$ cat src/rtl/hog_cell_pkg.sv
// Shared constants and types for the HOG cell-histogram banks.
// Used by the A-port accumulating writer and the B-port normalisation reader model.
package hog_cell_pkg;

    localparam int unsigned CELL_GRID          = 34;
    localparam int unsigned BANK_CELLS_PER_ROW = 17;
    localparam int unsigned NUM_BINS           = 18;
    localparam int unsigned BANK_DEPTH         = 5202;
    localparam int unsigned BANK_ADDR_W        = 13;
    localparam int unsigned NUM_BANKS          = 4;
    localparam int unsigned BANK_SEL_W         = 2;
    localparam int unsigned COORD_W            = 6;
    localparam int unsigned BIN_W              = 5;

    typedef enum logic [1:0] {
        ST_IDLE  = 2'd0,
        ST_CLEAR = 2'd1,
        ST_ACCUM = 2'd2,
        ST_DRAIN = 2'd3
    } state_e;

    // Target of one read-modify-write: which bank and which word in it
    typedef struct packed {
        logic [BANK_SEL_W-1:0]  bank;
        logic [BANK_ADDR_W-1:0] addr;
    } bank_ref_t;

endpackage

$ cat src/rtl/write_aport_cell_bin_if.sv
// Contribution stream plus the four bank A ports of the cell-histogram writer.
// slave is the writer's view; master is the contribution source / bank side.
interface write_aport_cell_bin_if
    import hog_cell_pkg::*;
#(
    parameter int unsigned TOTAL_BIT_WIDTH = 35,
    parameter int unsigned WEIGHT_WIDTH    = 16
) ();

    logic                    in_valid;
    logic                    in_ready;
    logic [COORD_W-1:0]      in_row;
    logic [COORD_W-1:0]      in_col;
    logic [BIN_W-1:0]        in_bin;
    logic [WEIGHT_WIDTH-1:0] in_weight;

    logic [NUM_BANKS-1:0]                      ena;
    logic [NUM_BANKS-1:0]                      wea;
    logic [NUM_BANKS-1:0][BANK_ADDR_W-1:0]     addra;
    logic [NUM_BANKS-1:0][TOTAL_BIT_WIDTH-1:0] dina;
    logic [NUM_BANKS-1:0][TOTAL_BIT_WIDTH-1:0] douta;

    modport slave (
        input  in_valid, in_row, in_col, in_bin, in_weight, douta,
        output in_ready, ena, wea, addra, dina
    );

    modport master (
        output in_valid, in_row, in_col, in_bin, in_weight, douta,
        input  in_ready, ena, wea, addra, dina
    );

endinterface

$ cat src/rtl/cell_bin_addr_gen.sv
// Maps a (row, col, bin) contribution to its bank, word address and range error.
// Purely combinational so the same mapping can be reused by the reader's model.
module cell_bin_addr_gen
    import hog_cell_pkg::*;
(
    input  logic [COORD_W-1:0]     row,
    input  logic [COORD_W-1:0]     col,
    input  logic [BIN_W-1:0]       bin,
    output logic [BANK_SEL_W-1:0]  bank_c,
    output logic [BANK_ADDR_W-1:0] addr_c,
    output logic                   range_err_c
);

    logic [BANK_ADDR_W-1:0] cell_idx;

    // odd/odd -> 0, odd/even -> 1, even/odd -> 2, even/even -> 3
    assign bank_c = {~row[0], ~col[0]};

    assign cell_idx = BANK_ADDR_W'(row[COORD_W-1:1]) * BANK_ADDR_W'(BANK_CELLS_PER_ROW)
                    + BANK_ADDR_W'(col[COORD_W-1:1]);

    assign addr_c = cell_idx * BANK_ADDR_W'(NUM_BINS) + BANK_ADDR_W'(bin);

    assign range_err_c = (row >= COORD_W'(CELL_GRID))
                      || (col >= COORD_W'(CELL_GRID))
                      || (bin >= BIN_W'(NUM_BINS));

endmodule

$ cat src/rtl/write_aport_cell_bin.sv
// A-port writer for the four cell-histogram banks: zero-fill, read-modify-write
// accumulation with saturation, then drain and signal bin_ready.
module write_aport_cell_bin
    import hog_cell_pkg::*;
#(
    parameter int unsigned TOTAL_BIT_WIDTH = 35,
    parameter int unsigned WEIGHT_WIDTH    = 16
) (
    input  logic                  aclk,
    input  logic                  arest,
    input  logic                  frame_start,
    input  logic                  frame_end,
    output logic                  bin_ready,
    output logic                  err,
    write_aport_cell_bin_if.slave bus
);

    localparam int unsigned SUM_W = TOTAL_BIT_WIDTH + 1;
    localparam logic [BANK_ADDR_W-1:0] CLR_END = BANK_ADDR_W'(BANK_DEPTH);

    state_e                 state, state_n;
    logic [BANK_ADDR_W-1:0] clr_addr, clr_addr_n;
    logic                   err_n, bin_ready_n;
    logic [NUM_BANKS-1:0]   busy, busy_n;

    logic [NUM_BANKS-1:0]                      ena_q, ena_n;
    logic [NUM_BANKS-1:0]                      wea_q, wea_n;
    logic [NUM_BANKS-1:0][BANK_ADDR_W-1:0]     addra_q, addra_n;
    logic [NUM_BANKS-1:0][TOTAL_BIT_WIDTH-1:0] dina_q, dina_n;

    logic                    v1, v2;
    bank_ref_t               p1, p2;
    logic [WEIGHT_WIDTH-1:0] w1, w2;

    logic [BANK_SEL_W-1:0]  in_bank;
    logic [BANK_ADDR_W-1:0] in_addr;
    logic                   in_range_err;
    logic                   accept;

    logic [SUM_W-1:0]           sum_wide;
    logic [TOTAL_BIT_WIDTH-1:0] sum_sat;

    cell_bin_addr_gen u_addr_gen (
        .row         (bus.in_row),
        .col         (bus.in_col),
        .bin         (bus.in_bin),
        .bank_c      (in_bank),
        .addr_c      (in_addr),
        .range_err_c (in_range_err)
    );

    // busy spans the read and sum cycles; a same-bank op accepted during the
    // write cycle reads one cycle later and sees the committed word
    assign bus.in_ready = (state == ST_ACCUM) && !busy[in_bank];
    assign accept       = bus.in_valid && bus.in_ready;

    assign sum_wide = SUM_W'(bus.douta[p2.bank]) + SUM_W'(w2);
    assign sum_sat  = sum_wide[SUM_W-1] ? '1 : sum_wide[TOTAL_BIT_WIDTH-1:0];

    always_comb begin
        state_n     = state;
        clr_addr_n  = clr_addr;
        err_n       = err;
        bin_ready_n = 1'b0;
        busy_n      = busy;
        ena_n       = '0;
        wea_n       = '0;
        addra_n     = addra_q;
        dina_n      = dina_q;

        case (state)
            ST_IDLE: begin
                if (frame_start) begin
                    err_n      = 1'b0;
                    state_n    = ST_CLEAR;
                    ena_n      = '1;
                    wea_n      = '1;
                    addra_n    = '0;
                    dina_n     = '0;
                    clr_addr_n = BANK_ADDR_W'(1);
                end
            end
            // clr_addr holds the next word to zero; the write for word 0 was issued on entry
            ST_CLEAR: begin
                if (clr_addr == CLR_END) begin
                    state_n = ST_ACCUM;
                end else begin
                    ena_n      = '1;
                    wea_n      = '1;
                    addra_n    = {NUM_BANKS{clr_addr}};
                    dina_n     = '0;
                    clr_addr_n = clr_addr + BANK_ADDR_W'(1);
                end
            end
            ST_ACCUM: begin
                if (frame_end) state_n = ST_DRAIN;
            end
            ST_DRAIN: begin
                if (!v1 && !v2 && (busy == '0)) begin
                    bin_ready_n = 1'b1;
                    state_n     = ST_IDLE;
                end
            end
            default: state_n = ST_IDLE;
        endcase

        if (v2) begin
            ena_n[p2.bank]   = 1'b1;
            wea_n[p2.bank]   = 1'b1;
            addra_n[p2.bank] = p2.addr;
            dina_n[p2.bank]  = sum_sat;
            busy_n[p2.bank]  = 1'b0;
        end

        if (accept) begin
            if (in_range_err) begin
                err_n = 1'b1;
            end else begin
                ena_n[in_bank]   = 1'b1;
                addra_n[in_bank] = in_addr;
                busy_n[in_bank]  = 1'b1;
            end
        end
    end

    always_ff @(posedge aclk) begin
        if (arest) state <= ST_IDLE;
        else       state <= state_n;
    end

    always_ff @(posedge aclk) begin
        if (arest) begin
            clr_addr  <= '0;
            err       <= 1'b0;
            bin_ready <= 1'b0;
            busy      <= '0;
            ena_q     <= '0;
            wea_q     <= '0;
            addra_q   <= '0;
            dina_q    <= '0;
            v1        <= 1'b0;
            v2        <= 1'b0;
            p1        <= '0;
            p2        <= '0;
            w1        <= '0;
            w2        <= '0;
        end else begin
            clr_addr  <= clr_addr_n;
            err       <= err_n;
            bin_ready <= bin_ready_n;
            busy      <= busy_n;
            ena_q     <= ena_n;
            wea_q     <= wea_n;
            addra_q   <= addra_n;
            dina_q    <= dina_n;
            v1        <= accept && !in_range_err;
            v2        <= v1;
            p1        <= '{bank: in_bank, addr: in_addr};
            p2        <= p1;
            w1        <= bus.in_weight;
            w2        <= w1;
        end
    end

    assign bus.ena   = ena_q;
    assign bus.wea   = wea_q;
    assign bus.addra = addra_q;
    assign bus.dina  = dina_q;

endmodule
$ cat src/flat_wrapper.sv
// flat-port wrapper written by rule: the top's interface ports become plain ports
module write_aport_cell_bin_flat import hog_cell_pkg::*;
#(
    parameter int unsigned TOTAL_BIT_WIDTH = 35,
    parameter int unsigned WEIGHT_WIDTH    = 16
)
  (aclk, arest, frame_start, frame_end, bin_ready, err, bus_in_valid, bus_in_row, bus_in_col, bus_in_bin, bus_in_weight, bus_douta, bus_in_ready, bus_ena, bus_wea, bus_addra, bus_dina);
  write_aport_cell_bin_if #(.TOTAL_BIT_WIDTH(TOTAL_BIT_WIDTH), .WEIGHT_WIDTH(WEIGHT_WIDTH)) bus_i ();
  input  logic aclk;
  input  logic arest;
  input  logic frame_start;
  input  logic frame_end;
  output logic bin_ready;
  output logic err;
  input wire logic [$bits(bus_i.in_valid)-1:0] bus_in_valid;
  input wire logic [$bits(bus_i.in_row)-1:0] bus_in_row;
  input wire logic [$bits(bus_i.in_col)-1:0] bus_in_col;
  input wire logic [$bits(bus_i.in_bin)-1:0] bus_in_bin;
  input wire logic [$bits(bus_i.in_weight)-1:0] bus_in_weight;
  input wire logic [$bits(bus_i.douta)-1:0] bus_douta;
  output wire logic [$bits(bus_i.in_ready)-1:0] bus_in_ready;
  output wire logic [$bits(bus_i.ena)-1:0] bus_ena;
  output wire logic [$bits(bus_i.wea)-1:0] bus_wea;
  output wire logic [$bits(bus_i.addra)-1:0] bus_addra;
  output wire logic [$bits(bus_i.dina)-1:0] bus_dina;
  assign bus_i.in_valid = bus_in_valid;
  assign bus_i.in_row = bus_in_row;
  assign bus_i.in_col = bus_in_col;
  assign bus_i.in_bin = bus_in_bin;
  assign bus_i.in_weight = bus_in_weight;
  assign bus_i.douta = bus_douta;
  assign bus_in_ready = bus_i.in_ready;
  assign bus_ena = bus_i.ena;
  assign bus_wea = bus_i.wea;
  assign bus_addra = bus_i.addra;
  assign bus_dina = bus_i.dina;
  write_aport_cell_bin #(.TOTAL_BIT_WIDTH(TOTAL_BIT_WIDTH), .WEIGHT_WIDTH(WEIGHT_WIDTH)) u_core (.aclk(aclk), .arest(arest), .frame_start(frame_start), .frame_end(frame_end), .bin_ready(bin_ready), .err(err), .bus(bus_i));
endmodule
$ cat config.mk
export PLATFORM = sky130hd
export DESIGN_NAME = write_aport_cell_bin_flat
export DESIGN_NICKNAME = d
export VERILOG_FILES = /design/src/rtl/hog_cell_pkg.sv /design/src/rtl/write_aport_cell_bin_if.sv /design/src/rtl/cell_bin_addr_gen.sv /design/src/rtl/write_aport_cell_bin.sv /design/src/flat_wrapper.sv
export SDC_FILE = /design/constraint.sdc
export NUM_CORES = 1
export LEC_CHECK = 0
export CAP_MARGIN = 20
export CORE_MARGIN = 4
export CORE_UTILIZATION = 40
export CTS_BUF_LIST = sky130_fd_sc_hd__clkbuf_16
export DETAILED_ROUTE_END_ITERATION = 12
export GPL_TIMING_DRIVEN = 0
export HOLD_SLACK_MARGIN = 0.03
export PLACE_DENSITY_LB_ADDON = 0.25
export SLEW_MARGIN = 20
export SYNTH_ARGS = -nofsm -noshare
export SYNTH_HDL_FRONTEND = slang
export SYNTH_SLANG_ARGS = --single-unit
$ cat constraint.sdc
create_clock -name aclk -period 4.75 [get_ports aclk]
set_input_delay 0.475 -clock aclk [delete_from_list [all_inputs] [get_ports aclk]]
set_output_delay 0.475 -clock aclk [all_outputs]
set_load 0.05 [all_outputs]
# Yosys cells after proc, flatten, opt, wreduce, memory -nomap -nowiden
# Index checks and enable logic that the tools add are counted.
[op_classes] addsub=4 n_mul=2 n_div=0 order_cmp=7 n_eq_ne=9 n_shift=0 mux=50 bitwise_logic=8 reduce_logical=19
[ops] cell="$mux 140" n=3
[ops] cell="$pmux 140 s2" n=1
[ops] cell="$mux 52" n=5
[ops] cell="$bwmux 140" n=1
[ops] cell="$mux 35" n=3
[ops] cell="$bwmux 52" n=2
[ops] cell="$pmux 52 s2" n=1
[ops] cell="$bmux 35 s2" n=1
[ops] cell="$demux 35 s2" n=1
[ops] cell="$demux 13 s2" n=2
[ops] cell="$mux 13" n=4
[ops] cell="$add 35x16->36" n=1
[ops] cell="$mux 4" n=8
[ops] cell="$pmux 13 s2" n=1
[ops] cell="$add 13x1->13 const B" n=1
[ops] cell="$add 13x5->13" n=1
[ops] cell="$eq 13x13->1 const B" n=1
[ops] cell="$ge 6x6->1 const B" n=2
[ops] cell="$mul 11x4->12 const B" n=1
[ops] cell="$or 4x4->4" n=3
[ops] cell="$add 10x5->11" n=1
[ops] cell="$mul 5x5->10 const B" n=1
[ops] cell="$mux 1" n=8
[ops] cell="$mux 2" n=4
[ops] cell="23 further kinds" n=42
[totals] ff_bits=285 latch_bits=0 mem_bits_rw=0 rom_bits=0 output_inout_bits=203 n_memories=0

# Logic depth before layout (Yosys ltp)
# Gate-level depths: netlist (run 1).
[logic_depth] depth_word=10 ltp_mapped=20

# Cells and area by module
# Synthesis (run 1) repeated with hierarchy kept, for this count alone.
[unflattened] cells_unflattened=1519 area_unflattened_um2=14002.2
[by_module_without_submodules] module="write_aport_cell_bin" instances=1 cells_each=1386 area_each_um2=12899.9
[by_module_without_submodules] module="cell_bin_addr_gen" instances=1 cells_each=133 area_each_um2=1102.3

# Worst setup path after synthesis (run 1)
# Ideal clock, no wire load.
[synth_path] kind="input to register" startpoint="input port bus_in_col[3]" endpoint="register u_core.addra_q (netlist bit u_core.bus.addra[25])" setup_ns=0.132 t_arrival_ns=4.529 setup_slack_ns=0.089 path_stages=18 path_buffers=0 cell_sequence="ha_1 -> ha_1 -> ha_1 -> inv_1 -> fa_1 -> xor2_1 -> inv_1 -> ha_1 -> ha_1 -> fa_1 -> a211oi_1 -> nor2_1 -> xor2_1 -> nand4_1 -> and4bb_2 -> xnor2_1 -> xor2_1 -> o21ai_0"
[synth_between] elab_chain_len=6
[synth_rtl] element="start, declared" line_no="flat_wrapper.sv:17" text="input wire logic [$bits(bus_i.in_col)-1:0] bus_in_col;"
[synth_rtl] element="$add 10x5->11" line_no="cell_bin_addr_gen.sv:20" text="+ BANK_ADDR_W'(col[COORD_W-1:1]);"
[synth_rtl] element="$mul 11x4->12" line_no="cell_bin_addr_gen.sv:22" text="assign addr_c = cell_idx * BANK_ADDR_W'(NUM_BINS) + BANK_ADDR_W'(bin);"
[synth_rtl] element="$add 13x5->13" line_no="cell_bin_addr_gen.sv:22"
[synth_rtl] element="$bwmux 52" line_no="write_aport_cell_bin.sv:120" text="addra_n[in_bank] = in_addr;"
[synth_rtl] element="$mux 52 (*)" line_no="write_aport_cell_bin.sv:116" text="if (in_range_err) begin"
[synth_rtl] element="$mux 52 (*)" line_no="write_aport_cell_bin.sv:115" text="if (accept) begin"
[synth_rtl] element="end signal, assigned" line_no="write_aport_cell_bin.sv:154" text="addra_q <= addra_n;"
[synth_rtl] element="end, declared" line_no="write_aport_cell_bin.sv:28" text="logic [NUM_BANKS-1:0][BANK_ADDR_W-1:0] addra_q, addra_n;"
# Every way passes the cells marked *; elsewhere a longest branch is shown, timed or not.
# A chain may end at the register's enable or synchronous reset.

# Worst setup path after layout (run 1)
[layout_path] startpoint="input port bus_in_col[4]" endpoint="register u_core.addra_q (netlist bit u_core.bus.addra[38])"
# The elaborated chain is that of the path after synthesis.

==> flow_summary.json, run 1 <==
{
  "place_area_mm2": 0.01826,
  "hold_viol_final": 0,
  "antenna_left": 0,
  "critPathCaptureType": "register",
  "nets": 2220,
  "wl_per_cell_um": 23.18,
  "cp_data_arrival_time_ps": 5080,
  "finalCriticalPeriod_ps": 4600,
  "io_pins": 381,
  "path_cells": "clkdlybuf4s50_1 -> ha_1 -> ha_1 -> inv_1 -> fa_2 -> nor2b_1 -> o21a_1 -> o21a_1 -> o21ai_2 -> xnor2_2 -> ha_1 -> ha_4 -> o21ai_0 -> or4_1 -> nand3_2 -> nand2_1 -> and4bb_2 -> xnor2_2 -> xor2_2 -> buf_4 -> o31ai_1",
  "dr.pass1.iters": 6,
  "vdd.ir_drop.worst_v": 0.0002848,
  "syn-mean-instance-area_um2": 8.875,
  "syn-instance-count": 1567,
  "dp_hpwl_mm": 43.42,
  "critPathMaxFanout": 5,
  "grt_max_degree": 20,
  "drt_iter0_markers": 1156,
  "start_util": 0.4036,
  "port_buffers": 377,
  "ctsHoldBuffers": 0,
  "grt_pass1_wl_mm": 83.90,
  "yosys_register_bits": 285,
  "antenna_found_initial": 2,
  "clkTransAtPathRegs_ps": 60,
  "fin_setup_tns_ps": 0,
  "grt_pass1_vias": 13790,
  "yosysSeqAreaShare": 0.4103,
  "fin_skew_ps": 18.86,
  "ys_types": 75,
  "slowest_delay_ps": 500,
  "ys_warn_count": 0,
  "worst_hold_slack_ps": 244.0,
  "postRouteWirelength_mm": 57.03,
  "cp.required_ps": 5230,
  "synth_edf_count": 0,
  "via_per_inst": 5.848,
  "final-setup-viol-count": 0,
  "tritoncts": "yes",
  "cap_violations": 0,
  "layout_commonest_cell": "clkdlybuf4s50_1",
  "critical-path-slowest-cell": "or4_1",
  "hold_class": "in -> reg",
  "final-max-slew-violation-count": 0,
  "area_growth_pct": 40.85,
  "async_flop_share": 0,
  "regArea_mm2": 0.005705,
  "drc": 0,
  "finalWeightedCongestion": 0.9215,
  "diodes": 0,
  "rows": 68,
  "cts-buffers-inserted": 30,
  "start_kind": "input port",
  "worstMarginPinSlew_ps": 967.8,
  "die_w_um": 194.5,
  "min_period_over_period": 0.9684,
  "cts_sinks": 285,
  "cp_top_family": "adder cells",
  "p_leak_uw": 0.007083,
  "worstPathBufferInverterCount": 3,
  "regToRegSetupSlack_ps": 210,
  "htree_levels": 1,
  "die_y_um": 194.5,
  "grt_usage": 0.2823,
  "root_buffer": "clkbuf_16",
  "multi_input_area_mm2": 0.007860,
  "status": "finished, final reports clean",
  "dieArea_mm2": 0.03781,
  "slew_headroom": 0.3480,
  "coreArea_mm2": 0.03446,
  "critical-path-top-cell-by-count": "ha_1",
  "clock_latency_ps": 560,
  "power.density_mw_per_mm2": 363.2,
  "ys.flop_type": "dfxtp_1",
  "mostFrequentLayoutCells": "373 x clkdlybuf4s50_1, 285 x dfxtp_1, 148 x a21oi_1, 131 x nor2_1, 114 x nand2_1",
  "syn_nets": 1803,
  "clock.fmax_ghz": 0.2174,
  "netlist_area_mm2": 0.01391,
  "routed-via-count": 14385,
  "nFillCells": 3099,
  "clock_path_buffers": 3,
  "drive_above_1_share": 0.09227,
  "overflow": 0,
  "critPathKind": "in -> reg",
  "fin_area_mm2": 0.01959
}
## layout make-up
cell class | instances | area share
Clock buffer | 31 | 0.03960
Tap cell | 455 | 0.02906
Sequential cell | 285 | 0.2913
Clock inverter | 22 | 0.009453
Inverter | 28 | 0.005365
Timing Repair Buffer | 388 | 0.1972
Buffer | 121 | 0.02683
Multi-Input combinational cell | 1130 | 0.4013
## report_power, final
part	switching, µW	total (µW)	internal [µW]
Clock	984	2320	1340
Sequential	64.9	2570	2510
Combinational	1460	2220	757
Total	2510	7110	4600
## worst paths after layout
kind,start,end,cells past startpoint
hold reg to reg,u_core.w1[3],u_core.w2[3],1
hold / removal,bus_in_col[0],u_core.p1[13],2
setup reg to reg,u_core.p2[14],u_core.bus.dina[104],14
setup / recovery,bus_in_col[4],u_core.bus.addra[38],21
## stage by stage
step                utilization  instances  power (µW)  setup slack [ps]
detailed placement       0.5298       2399        4670             -1341
global placement         0.5296       2399        4633             -1575
floorplan                     -       1567        3911             89.42
CTS                      0.5614       2455        7018             10.52
global route             0.5685       2460        7405            -35.69
finish                   0.5685       2460        7115             150.0
## repair_timing
item	4_1_cts	5_1_grt
buffers inserted	5	6
resized for setup	22	34
pin swaps	5	17
setup endpoints to repair	146	137
## sequential cells by signal, summed over array words and instances (netlist names), 2 cells and up
signal and cells:
u_core.bus.addra 52, u_core.bus.wea 4, u_core.bus.ena 4, u_core.p1 15, u_core.p2 15, u_core.w2 16, u_core.busy 4, u_core.state 2
u_core.w1 16, u_core.bus.dina 140, u_core.clr_addr 13
## Yosys cell counts (all sizes together), types with 14 or more instances
master	count	area, µm²
dfxtp	285	5705
a21oi	150	750.7
nor2	134	510.5
nand2	116	440.4
o21ai	113	565.5
clkbuf	88	332.8
nand3	86	435.4
nor2b	55	344.1
ha	53	663.1
nand4	50	327.8
a221oi	37	324.1
buf	36	201.4
mux4	35	788.3
nor3	29	150.1
inv	28	105.1
a211oi	24	185.2
a31oi	24	150.1
xor2	24	210.2
xnor2	23	201.4
o21a	18	135.1
a21o	15	113.9
a311oi	14	122.6
## per-layer routing
| metal | track usage | routed length [µm] | up-vias |
|---|---|---|---|
| li1 | - | - | 6575 |
| met4 | 0.1021 | 2482 | 2 |
| met2 | 0.4587 | 26100 | 783 |
| met3 | 0.06760 | 5768 | 137 |
| met1 | 0.3680 | 22670 | 6888 |
| met5 | 0 | 7 | - |
## worst reg2reg max path: cells and delay by family (launching register included)
kind,cells,cell delay [ps]
buf+inv,5,1530
compound gates,3,1010
mux,1,380
fa+ha+maj,1,330
flops,1,310
simple gates,4,830
## cell families after synthesis
kind of cell             count (synthesis)  share of synthesized area
adder cells (fa/ha/maj)                 58                    0.05488
flip-flops                             285                     0.4103
AO/OA/AOI/OAI                          448                     0.2027
buffers and inverters                  152                    0.04597
XOR/XNOR                                47                    0.02960
multiplexers                            45                    0.06442
AND/OR/NAND/NOR                        532                     0.1922
No activity file was read; power rests on OpenSTA's default activity.
==> run 2: changes to the inputs <==
--- a/config.mk
+++ b/config.mk
@@ -11,8 +11,9 @@
 export CTS_BUF_LIST = sky130_fd_sc_hd__clkbuf_16
 export DETAILED_ROUTE_END_ITERATION = 12
 export GPL_TIMING_DRIVEN = 0
-export HOLD_SLACK_MARGIN = 0.03
+export HOLD_SLACK_MARGIN = 0.15
 export PLACE_DENSITY_LB_ADDON = 0.25
+export SETUP_SLACK_MARGIN = 0.05
 export SLEW_MARGIN = 20
 export SYNTH_ARGS = -nofsm -noshare
 export SYNTH_HDL_FRONTEND = slang
==> run 2 against run 1 <==
  * Non-clock buffer count decreased by 2
  * Sequential cell count unchanged
  * Global-route usage about the same
  * Final area decreased by 0.17%
  * Via count about the same
  * Sequential share of layout area about the same
  * Highest routed layer unchanged
  * Fmax increased by 0.75%
  * Cell count about the same
==> flow_summary.json, run 2 (synthesis results as in run 1) <==
{
  "critPathCaptureType": "register",
  "layout_commonest_cell": "clkdlybuf4s50_1",
  "final-max-slew-violation-count": 0,
  "regArea_mm2": 0.005705,
  "final-setup-viol-count": 0,
  "nFillCells": 3104,
  "worstMarginPinSlew_ps": 958.9,
  "p_switching_uw": 2507,
  "coreArea_mm2": 0.03446,
  "start_util": 0.4036,
  "p_sw_frac": 0.3534,
  "grt_max_degree": 20,
  "finalWeightedCongestion": 0.9215,
  "root_buffer": "clkbuf_16",
  "critPathKind": "in -> reg",
  "grt_pass1_vias": 13794,
  "clock.fmax_ghz": 0.2190,
  "dr.pass1.iters": 7,
  "postRouteWirelength_mm": 56.95,
  "fin_area_mm2": 0.01956,
  "start_kind": "input port",
  "hold_viol_final": 0,
  "finalCriticalPeriod_ps": 4566,
  "slew_headroom": 0.3539,
  "grt_pass1_wl_mm": 83.92,
  "rows": 68,
  "cap_violations": 0,
  "dp_hpwl_mm": 43.42,
  "p_leak_uw": 0.007088,
  "rsz0062_at_grt": "yes",
  "drt_iter0_markers": 1144,
  "area_growth_pct": 40.62,
  "p_int_uw": 4588,
  "wl_per_cell_um": 23.17,
  "cp_data_arrival_time_ps": 5040,
  "die_w_um": 194.5,
  "tritoncts": "yes",
  "combPwrFrac": 0.310,
  "clkPwrFrac": 0.327,
  "vdd.ir_drop.worst_v": 0.0002826,
  "antenna_found_initial": 2,
  "port_buffers": 377,
  "drc": 0,
  "cts-buffers-inserted": 30,
  "die_y_um": 194.5,
  "grt_usage": 0.2824,
  "status": "finished, final reports clean",
  "clkTransAtPathRegs_ps": 60,
  "power_frac_seq": 0.363,
  "power.density_mw_per_mm2": 362.8,
  "cp.required_ps": 5220,
  "hold_class": "in -> reg",
  "multi_input_area_mm2": 0.007831,
  "clock_latency_ps": 560,
  "ctsHoldBuffers": 0,
  "nets": 2218,
  "largest_reg_flops": 140,
  "overflow": 0,
  "critPathMaxFanout": 5,
  "min_period_over_period": 0.9612,
  "antenna_left": 0,
  "clock_path_buffers": 3,
  "cts_sinks": 285,
  "diodes": 0,
  "place_area_mm2": 0.01826,
  "worst_hold_slack_ps": 243.9,
  "dieArea_mm2": 0.03781,
  "fin_skew_ps": 21.40,
  "io_pins": 381,
  "routed-via-count": 14379,
  "mostFrequentLayoutCells": "371 x clkdlybuf4s50_1, 285 x dfxtp_1, 148 x a21oi_1, 131 x nor2_1, 114 x nand2_1",
  "drive_above_1_share": 0.09036,
  "via_per_inst": 5.850,
  "htree_levels": 1
}
## run 2: layout make-up
cell class                 instances  share of cell area
sequential                       285              0.2917
buffer                           120             0.02662
clock inverter                    22            0.009469
multi-input combinational       1130              0.4004
clock buffer                      31             0.03967
timing repair buffer             387              0.1976
tap                              455             0.02911
inverter                          28            0.005374
## run 2: metal layers
metal  GRT usage  wire length [µm]  vias up
met5           0                 7        -
met4      0.1021              2500        2
met3     0.06760              5567      139
met2      0.4587             26120      778
met1      0.3681             22750     6898
li1            -                 -     6562
## run 2: path summary, 6_finish.rpt
path / startpoint / end / slack (ps) / depth (start not counted)
max: bus_in_col[4] / u_core.bus.addra[38] / 180 / 21
min: bus_in_col[0] / u_core.p1[13] / 240 / 2
max reg2reg: u_core.p2[13] / u_core.bus.dina[132] / 420 / 13
min reg2reg: u_core.w1[3] / u_core.w2[3] / 430 / 1
## run 2: power groups by stage
stage	logic [µW]	clock network, µW	registers [µW]
floorplan	1180	0	2730
global placement	2010	0	2620
detailed placement	2040	0	2620
CTS	2110	2350	2570
global route	2360	2440	2580
finish	2200	2320	2570
## run 2: worst max-delay path, cell delays in order
cell,delay [ps]
clkdlybuf4s50_1,430
ha_1,330
ha_1,320
inv_1,70
fa_2,420
nor2b_1,130
o21a_1,160
o21a_1,180
o21ai_2,80
xnor2_2,150
ha_1,340
ha_4,300
o21ai_1,80
or4_1,520
nand3_2,100
nand2_1,60
and4bb_2,240
xnor2_2,150
xor2_2,180
buf_6,140
o31ai_1,180
## run 2: per-stage QoR
stage	std cells	utilization	total power (µW)	setup TNS, ps	setup slack [ps]
CTS	2456	0.5623	7027	0	101.6
global placement	2399	0.5296	4633	-137440	-1575
detailed placement	2399	0.5298	4670	-151490	-1341
global route	2458	0.5675	7384	-44.14	-28.81
finish	2458	0.5675	7096	0	184.4
floorplan	1567	-	3911	0	89.42
## run 2: timing repair
action / CTS / global route
endpoints found under the setup margin: 150 / 142
setup buffers: 6 / 4
pin swaps: 6 / 15
gates resized for setup: 26 / 31
